===== config.mk =====
export PLATFORM = sky130hd
export DESIGN_NAME = cache_mem_arbiter
export DESIGN_NICKNAME = d
export VERILOG_FILES = /design/src/rtl/cache_mem_arbiter.sv
export SDC_FILE = /design/constraint.sdc
export NUM_CORES = 1
export LEC_CHECK = 0
export ABC_AREA = 0
export CAP_MARGIN = 40
export CORE_ASPECT_RATIO = 0.5
export CORE_MARGIN = 2
export CORE_UTILIZATION = 25
export DETAILED_ROUTE_END_ITERATION = 8
export GPL_TIMING_DRIVEN = 0
export MAX_ROUTING_LAYER = met4
export PLACE_DENSITY = 0.57
export SETUP_SLACK_MARGIN = 0.3
export SLEW_MARGIN = 20
export SYNTH_ARGS = -nofsm -noshare
export SYNTH_HDL_FRONTEND = slang
export SYNTH_SLANG_ARGS = --single-unit

===== constraint.sdc =====
create_clock -name CLK -period 2 [get_ports CLK]
set_input_delay 0.3 -clock CLK [delete_from_list [all_inputs] [get_ports CLK]]
set_output_delay 0.3 -clock CLK [all_outputs]
set_load 0.05 [all_outputs]

===== src/rtl/cache_mem_arbiter.sv =====
// Shares one memory command/read port between icache refills and dcache reads/writes.
// Round-robin grant, command handshake, burst refill routing, pipeline stall and sticky protocol error.
module cache_mem_arbiter #(
  parameter int ADDR_W    = 32,
  parameter int DATA_W    = 32,
  parameter int BURST_LEN = 4
) (
  input  logic              CLK,
  input  logic              reset_n,
  input  logic              ic_req_valid,
  input  logic [ADDR_W-1:0] ic_req_addr,
  output logic              ic_req_ready,
  output logic              ic_resp_valid,
  input  logic              dc_req_valid,
  input  logic              dc_req_we,
  input  logic [ADDR_W-1:0] dc_req_addr,
  input  logic [DATA_W-1:0] dc_req_wdata,
  output logic              dc_req_ready,
  output logic              dc_resp_valid,
  output logic [DATA_W-1:0] resp_data,
  output logic              resp_last,
  output logic              mem_cmd_valid,
  input  logic              mem_cmd_ready,
  output logic              mem_cmd_we,
  output logic [ADDR_W-1:0] mem_cmd_addr,
  output logic [DATA_W-1:0] mem_cmd_wdata,
  input  logic              mem_rdata_valid,
  input  logic [DATA_W-1:0] mem_rdata,
  output logic              stall,
  output logic              protocol_err
);

  localparam int CNT_W = $clog2(BURST_LEN + 1);
  localparam logic [CNT_W-1:0] LAST_BEAT = CNT_W'(BURST_LEN - 1);
  localparam logic OWN_IC = 1'b0;
  localparam logic OWN_DC = 1'b1;

  typedef enum logic [1:0] {
    ST_IDLE  = 2'd0,
    ST_CMD   = 2'd1,
    ST_RDATA = 2'd2
  } state_e;

  state_e            state_q, state_d;
  logic              owner_q, owner_d;
  logic              last_grant_q, last_grant_d;
  logic              we_q, we_d;
  logic [ADDR_W-1:0] addr_q, addr_d;
  logic [DATA_W-1:0] wdata_q, wdata_d;
  logic [CNT_W-1:0]  beat_cnt_q, beat_cnt_d;
  logic              ic_req_ready_q, ic_req_ready_d;
  logic              dc_req_ready_q, dc_req_ready_d;
  logic              ic_resp_valid_q, ic_resp_valid_d;
  logic              dc_resp_valid_q, dc_resp_valid_d;
  logic [DATA_W-1:0] resp_data_q, resp_data_d;
  logic              resp_last_q, resp_last_d;
  logic              protocol_err_q, protocol_err_d;
  logic              grant_dc;

  // State register and registered outputs
  always_ff @(posedge CLK or negedge reset_n) begin
    if (!reset_n) begin
      state_q         <= ST_IDLE;
      owner_q         <= OWN_IC;
      last_grant_q    <= OWN_IC;
      we_q            <= 1'b0;
      addr_q          <= '0;
      wdata_q         <= '0;
      beat_cnt_q      <= '0;
      ic_req_ready_q  <= 1'b0;
      dc_req_ready_q  <= 1'b0;
      ic_resp_valid_q <= 1'b0;
      dc_resp_valid_q <= 1'b0;
      resp_data_q     <= '0;
      resp_last_q     <= 1'b0;
      protocol_err_q  <= 1'b0;
    end else begin
      state_q         <= state_d;
      owner_q         <= owner_d;
      last_grant_q    <= last_grant_d;
      we_q            <= we_d;
      addr_q          <= addr_d;
      wdata_q         <= wdata_d;
      beat_cnt_q      <= beat_cnt_d;
      ic_req_ready_q  <= ic_req_ready_d;
      dc_req_ready_q  <= dc_req_ready_d;
      ic_resp_valid_q <= ic_resp_valid_d;
      dc_resp_valid_q <= dc_resp_valid_d;
      resp_data_q     <= resp_data_d;
      resp_last_q     <= resp_last_d;
      protocol_err_q  <= protocol_err_d;
    end
  end

  // Next-state, grant and response sequencing
  always_comb begin
    state_d         = state_q;
    owner_d         = owner_q;
    last_grant_d    = last_grant_q;
    we_d            = we_q;
    addr_d          = addr_q;
    wdata_d         = wdata_q;
    beat_cnt_d      = beat_cnt_q;
    ic_req_ready_d  = 1'b0;
    dc_req_ready_d  = 1'b0;
    ic_resp_valid_d = 1'b0;
    dc_resp_valid_d = 1'b0;
    resp_data_d     = '0;
    resp_last_d     = 1'b0;
    grant_dc        = 1'b0;
    // Beats outside a refill are dropped and flagged
    protocol_err_d  = protocol_err_q | (mem_rdata_valid && (state_q != ST_RDATA));

    case (state_q)
      ST_IDLE: begin
        grant_dc = dc_req_valid && (!ic_req_valid || (last_grant_q == OWN_IC));
        if (grant_dc) begin
          dc_req_ready_d = 1'b1;
          owner_d        = OWN_DC;
          last_grant_d   = OWN_DC;
          we_d           = dc_req_we;
          addr_d         = dc_req_addr;
          wdata_d        = dc_req_wdata;
          state_d        = ST_CMD;
        end else if (ic_req_valid) begin
          ic_req_ready_d = 1'b1;
          owner_d        = OWN_IC;
          last_grant_d   = OWN_IC;
          we_d           = 1'b0;
          addr_d         = ic_req_addr;
          wdata_d        = '0;
          state_d        = ST_CMD;
        end else begin
          state_d = ST_IDLE;
        end
      end
      ST_CMD: begin
        if (mem_cmd_ready) begin
          if (we_q) begin
            dc_resp_valid_d = 1'b1;
            resp_last_d     = 1'b1;
            state_d         = ST_IDLE;
          end else begin
            beat_cnt_d = '0;
            state_d    = ST_RDATA;
          end
        end else begin
          state_d = ST_CMD;
        end
      end
      ST_RDATA: begin
        if (mem_rdata_valid) begin
          resp_data_d = mem_rdata;
          if (owner_q == OWN_DC) begin
            dc_resp_valid_d = 1'b1;
          end else begin
            ic_resp_valid_d = 1'b1;
          end
          if (beat_cnt_q == LAST_BEAT) begin
            resp_last_d = 1'b1;
            beat_cnt_d  = '0;
            state_d     = ST_IDLE;
          end else begin
            beat_cnt_d = beat_cnt_q + CNT_W'(1);
          end
        end else begin
          state_d = ST_RDATA;
        end
      end
      default: begin
        state_d = ST_IDLE;
      end
    endcase
  end

  assign ic_req_ready  = ic_req_ready_q;
  assign dc_req_ready  = dc_req_ready_q;
  assign ic_resp_valid = ic_resp_valid_q;
  assign dc_resp_valid = dc_resp_valid_q;
  assign resp_data     = resp_data_q;
  assign resp_last     = resp_last_q;
  assign mem_cmd_valid = (state_q == ST_CMD);
  assign mem_cmd_we    = we_q;
  assign mem_cmd_addr  = addr_q;
  assign mem_cmd_wdata = wdata_q;
  assign protocol_err  = protocol_err_q;
  // Stall is combinational so a fresh miss holds the pipeline in its own cycle, even in reset
  assign stall = (state_q != ST_IDLE) | ic_req_valid | dc_req_valid | ic_resp_valid_q | dc_resp_valid_q;

endmodule

==> impl_metrics.toml <==
[route]
vias = 3806
drt-pass1-iter-count = 4
via_per_inst = 4.43
drt-initial-drc-count = 190
drc = 0
ant_nets = 0
wl_um = 14100
wl_per_cell_um = 16.4

[timing]
setup_viol = 0
relSlewSlack_pct = 62.7
fin_worst_skew_ps = 8.11
fmax_mhz = 598
fin_crit_sh_pct = 83.6
finalHoldViolCount = 0
worst_slew_pin_slew_ps = 562
period_needed_ps = 1670
rsz0062_at_grt = "yes"
setup_tns_ps = 0
slew_viol_final = 0

[die]
die_h_um = 95.8
core_mm2 = 0.0164
io_pins = 240
die_area_mm2 = 0.0180
row_count = 33
initial_core_util_pct = 25.6
die_w_um = 188

[run]
maxCapViolCount = 0

[critical_path]
cp_num_buf_inv = 2
worstReg2RegStart = "state_q[0]$_DFFE_PN0P_"
crit_arrival_ps = 1370
path_max_fanout = 5
cp-endpoint = "stall"
end_kind = "output port"
slowest_stage = "clkdlybuf4s50_1"
r2r_cells = 5
max_stage_delay_ps = 490
crit_start = "dc_req_valid"
critical_path_required_ps = 1700
crit_cells = 4
cp-start-kind = "input pin"
critical-path-top-delay-family = "buffers and inverters"
crit_chain = "clkdlybuf4s50_1 > nor4_2 > nand2_1 > clkbuf_4"
r2r-end = "resp_data[8]$_DFF_PN0_"
path_class = "input pin to output port"
r2r_setup_slack_ps = 390

[place]
hpwl_um = 10500
placedCellCount = 840
gp_congestion = 0.800
place_area_mm2 = 0.00692
port_buffers = 239

[logic_synthesis]
synth_nets = 513
yosysWarningCount = 0
ys_seq_area_share_pct = 64.8
netlist.area_leader.share_pct = 64.8
synthTopCellsByCount = "109 x dfrtp_1, 64 x a21oi_1, 35 x a22o_1, 35 x nand2_1, 34 x and3_1"
synth.most_common_cell = "dfrtp_1"
synth-seq-cells = 109
postSynth.asyncResetShare_pct = 100
synth_area_mm2 = 0.00421
avgSynthCellArea_um2 = 11.3
ys.flop_type = "dfrtp_1"
synthTopCellsByArea = "dfrtp_1 65%, a21oi_1 7.6%, a22o_1 7.3%"
synth_edf_count = 0
synth_cells = 373
yosysUniqueCellTypes = 29
synth_top_area_cell = "dfrtp_1"

[cells_and_area]
area_growth_syn_to_layout_pct = 70.0
fin_cells = 860
fin_area_mm2 = 0.00716
utilization_pct = 43.5
fillers = 1637
final_nets = 767
layout-drive-gt1-share_pct = 7.59

[power]
switchingPower_mw = 5.50
p_int_mw = 5.77
cellPowerDensity_mw_per_mm2 = 1570
p_total_mw = 11.3
power_frac_comb_pct = 53.8
power_frac_seq_pct = 30.0
p_sw_share_pct = 48.8
leakagePower_nw = 3.59
peakVddDrop_mv = 0.488
clkPwrFrac_pct = 16.2

[grt]
grt_pass1_wl_um = 21500
grt_pass1_vias = 3904
antenna_found_initial = 1
grt_max_degree = 65
track_usage_pct = 16.1
grt_overflow = 0

[clock_network]
clk_path_buf_depth = 2
cts-root-buf = "clkbuf_16"
clock-sinks = 109
cts_tree = "yes"
clk_pin_slew_worst_paths_ps = 80
clk-insertion-delay-late_ps = 340
htree_levels = 3
numCtsBuffers = 9

[min_path]
hp-class = "input pin to register"
min-delay-start = "ic_req_valid"

[status]
status = "finished, final reports clean"
==> routing by layer <==
layer | vias up | part of all wire [%] | track usage [%]
li1 | 1804 | - | -
met1 | 1877 | 43 | 19.4
met2 | 105 | 51 | 27.5
met3 | 20 | 3.8 | 3.21
met4 | 0 | 2.1 | 5.58
met5 | - | 0 | -
==> how the worst min path moves through the flow <==
stage | end | depth (start not counted)
2_1_floorplan | beat_cnt_q[0]$_DFFE_PN0P_ | 0
6_report | ic_req_ready$_DFF_PN0_ | 2
3_5_place_dp | resp_data[7]$_DFF_PN0_ | 1
3_3_place_gp | protocol_err$_DFF_PN0_ | 1
4_1_cts | resp_data[7]$_DFF_PN0_ | 2
5_1_grt | ic_req_ready$_DFF_PN0_ | 2
==> stage by stage <==
stage	worst slack [ps]	hold WS (ps)
3_5_place_dp	-253	267
2_1_floorplan	425	4.41
6_report	328	378
4_1_cts	90.6	464
3_3_place_gp	-3850	440
5_1_grt	254	391
==> final cells by class <==
cell class	instances	area [um^2]	area share [%]
repair buffers	243	2310	32.3
inverters	5	18.8	0.262
diodes	1	2.50	0.0350
flip-flops and latches	109	2730	38.1
clock buffers	11	243	3.39
multi-input cells	231	1360	19.0
clock inverters	5	60.1	0.839
plain buffers	28	149	2.08
well taps	227	284	3.97
==> cells by family after synthesis <==
logic type,share of synthesized area (%)
AO/OA/AOI/OAI,17.2
AND/OR/NAND/NOR,12.5
flip-flops,64.8
buffers and inverters,3.51
adder cells (fa/ha/maj),1.49
multiplexers,0.505
==> timing repair <==
item / 4_1_cts / 5_1_grt
cloned: 0 / 0
hold endpoints to repair: 45 / 0
gates resized for setup: 120 / 16
buffers inserted: 0 / 2
setup endpoints to repair: 186 / 68
hold buffers: 1 / 0
==> power by group through the flow <==
stage	registers (mW)	logic, mW	clock network, mW
finish	3.38	6.06	1.83
global route	3.47	6.41	1.98
CTS	3.38	6.02	1.90
detailed placement	3.44	6.50	0
global placement	3.41	6.47	0
floorplan	6.02	1.48	0
==> state kept, by name (all words and copies together) (netlist names) <==
signal / flops
mem_cmd_addr: 32
mem_cmd_wdata: 32
resp_data: 32
beat_cnt_q: 3
state_q: 2
dc_req_ready: 1
dc_resp_valid: 1
ic_req_ready: 1
ic_resp_valid: 1
last_grant_q: 1
mem_cmd_we: 1
protocol_err: 1
resp_last: 1
==> placed cells by master, fill, tap and decap left out, types with 2 or more instances in the layout <==
cell type	n
a21boi_0	2
a21o_1	2
a21oi_1	64
a22o_1	35
and2_1	2
and3_1	34
buf_1	2
buf_2	6
buf_4	7
buf_6	3
clkbuf_1	7
clkbuf_16	9
clkbuf_2	9
clkdlybuf4s50_1	132
clkinv_4	2
dfrtp_1	109
dlygate4sd2_1	102
ha_1	3
inv_1	5
nand2_1	35
nand2b_1	2
nand3_1	3
nor2_1	33
nor2b_1	2
o21ai_1	2
No activity file was read; power rests on OpenSTA's default activity.
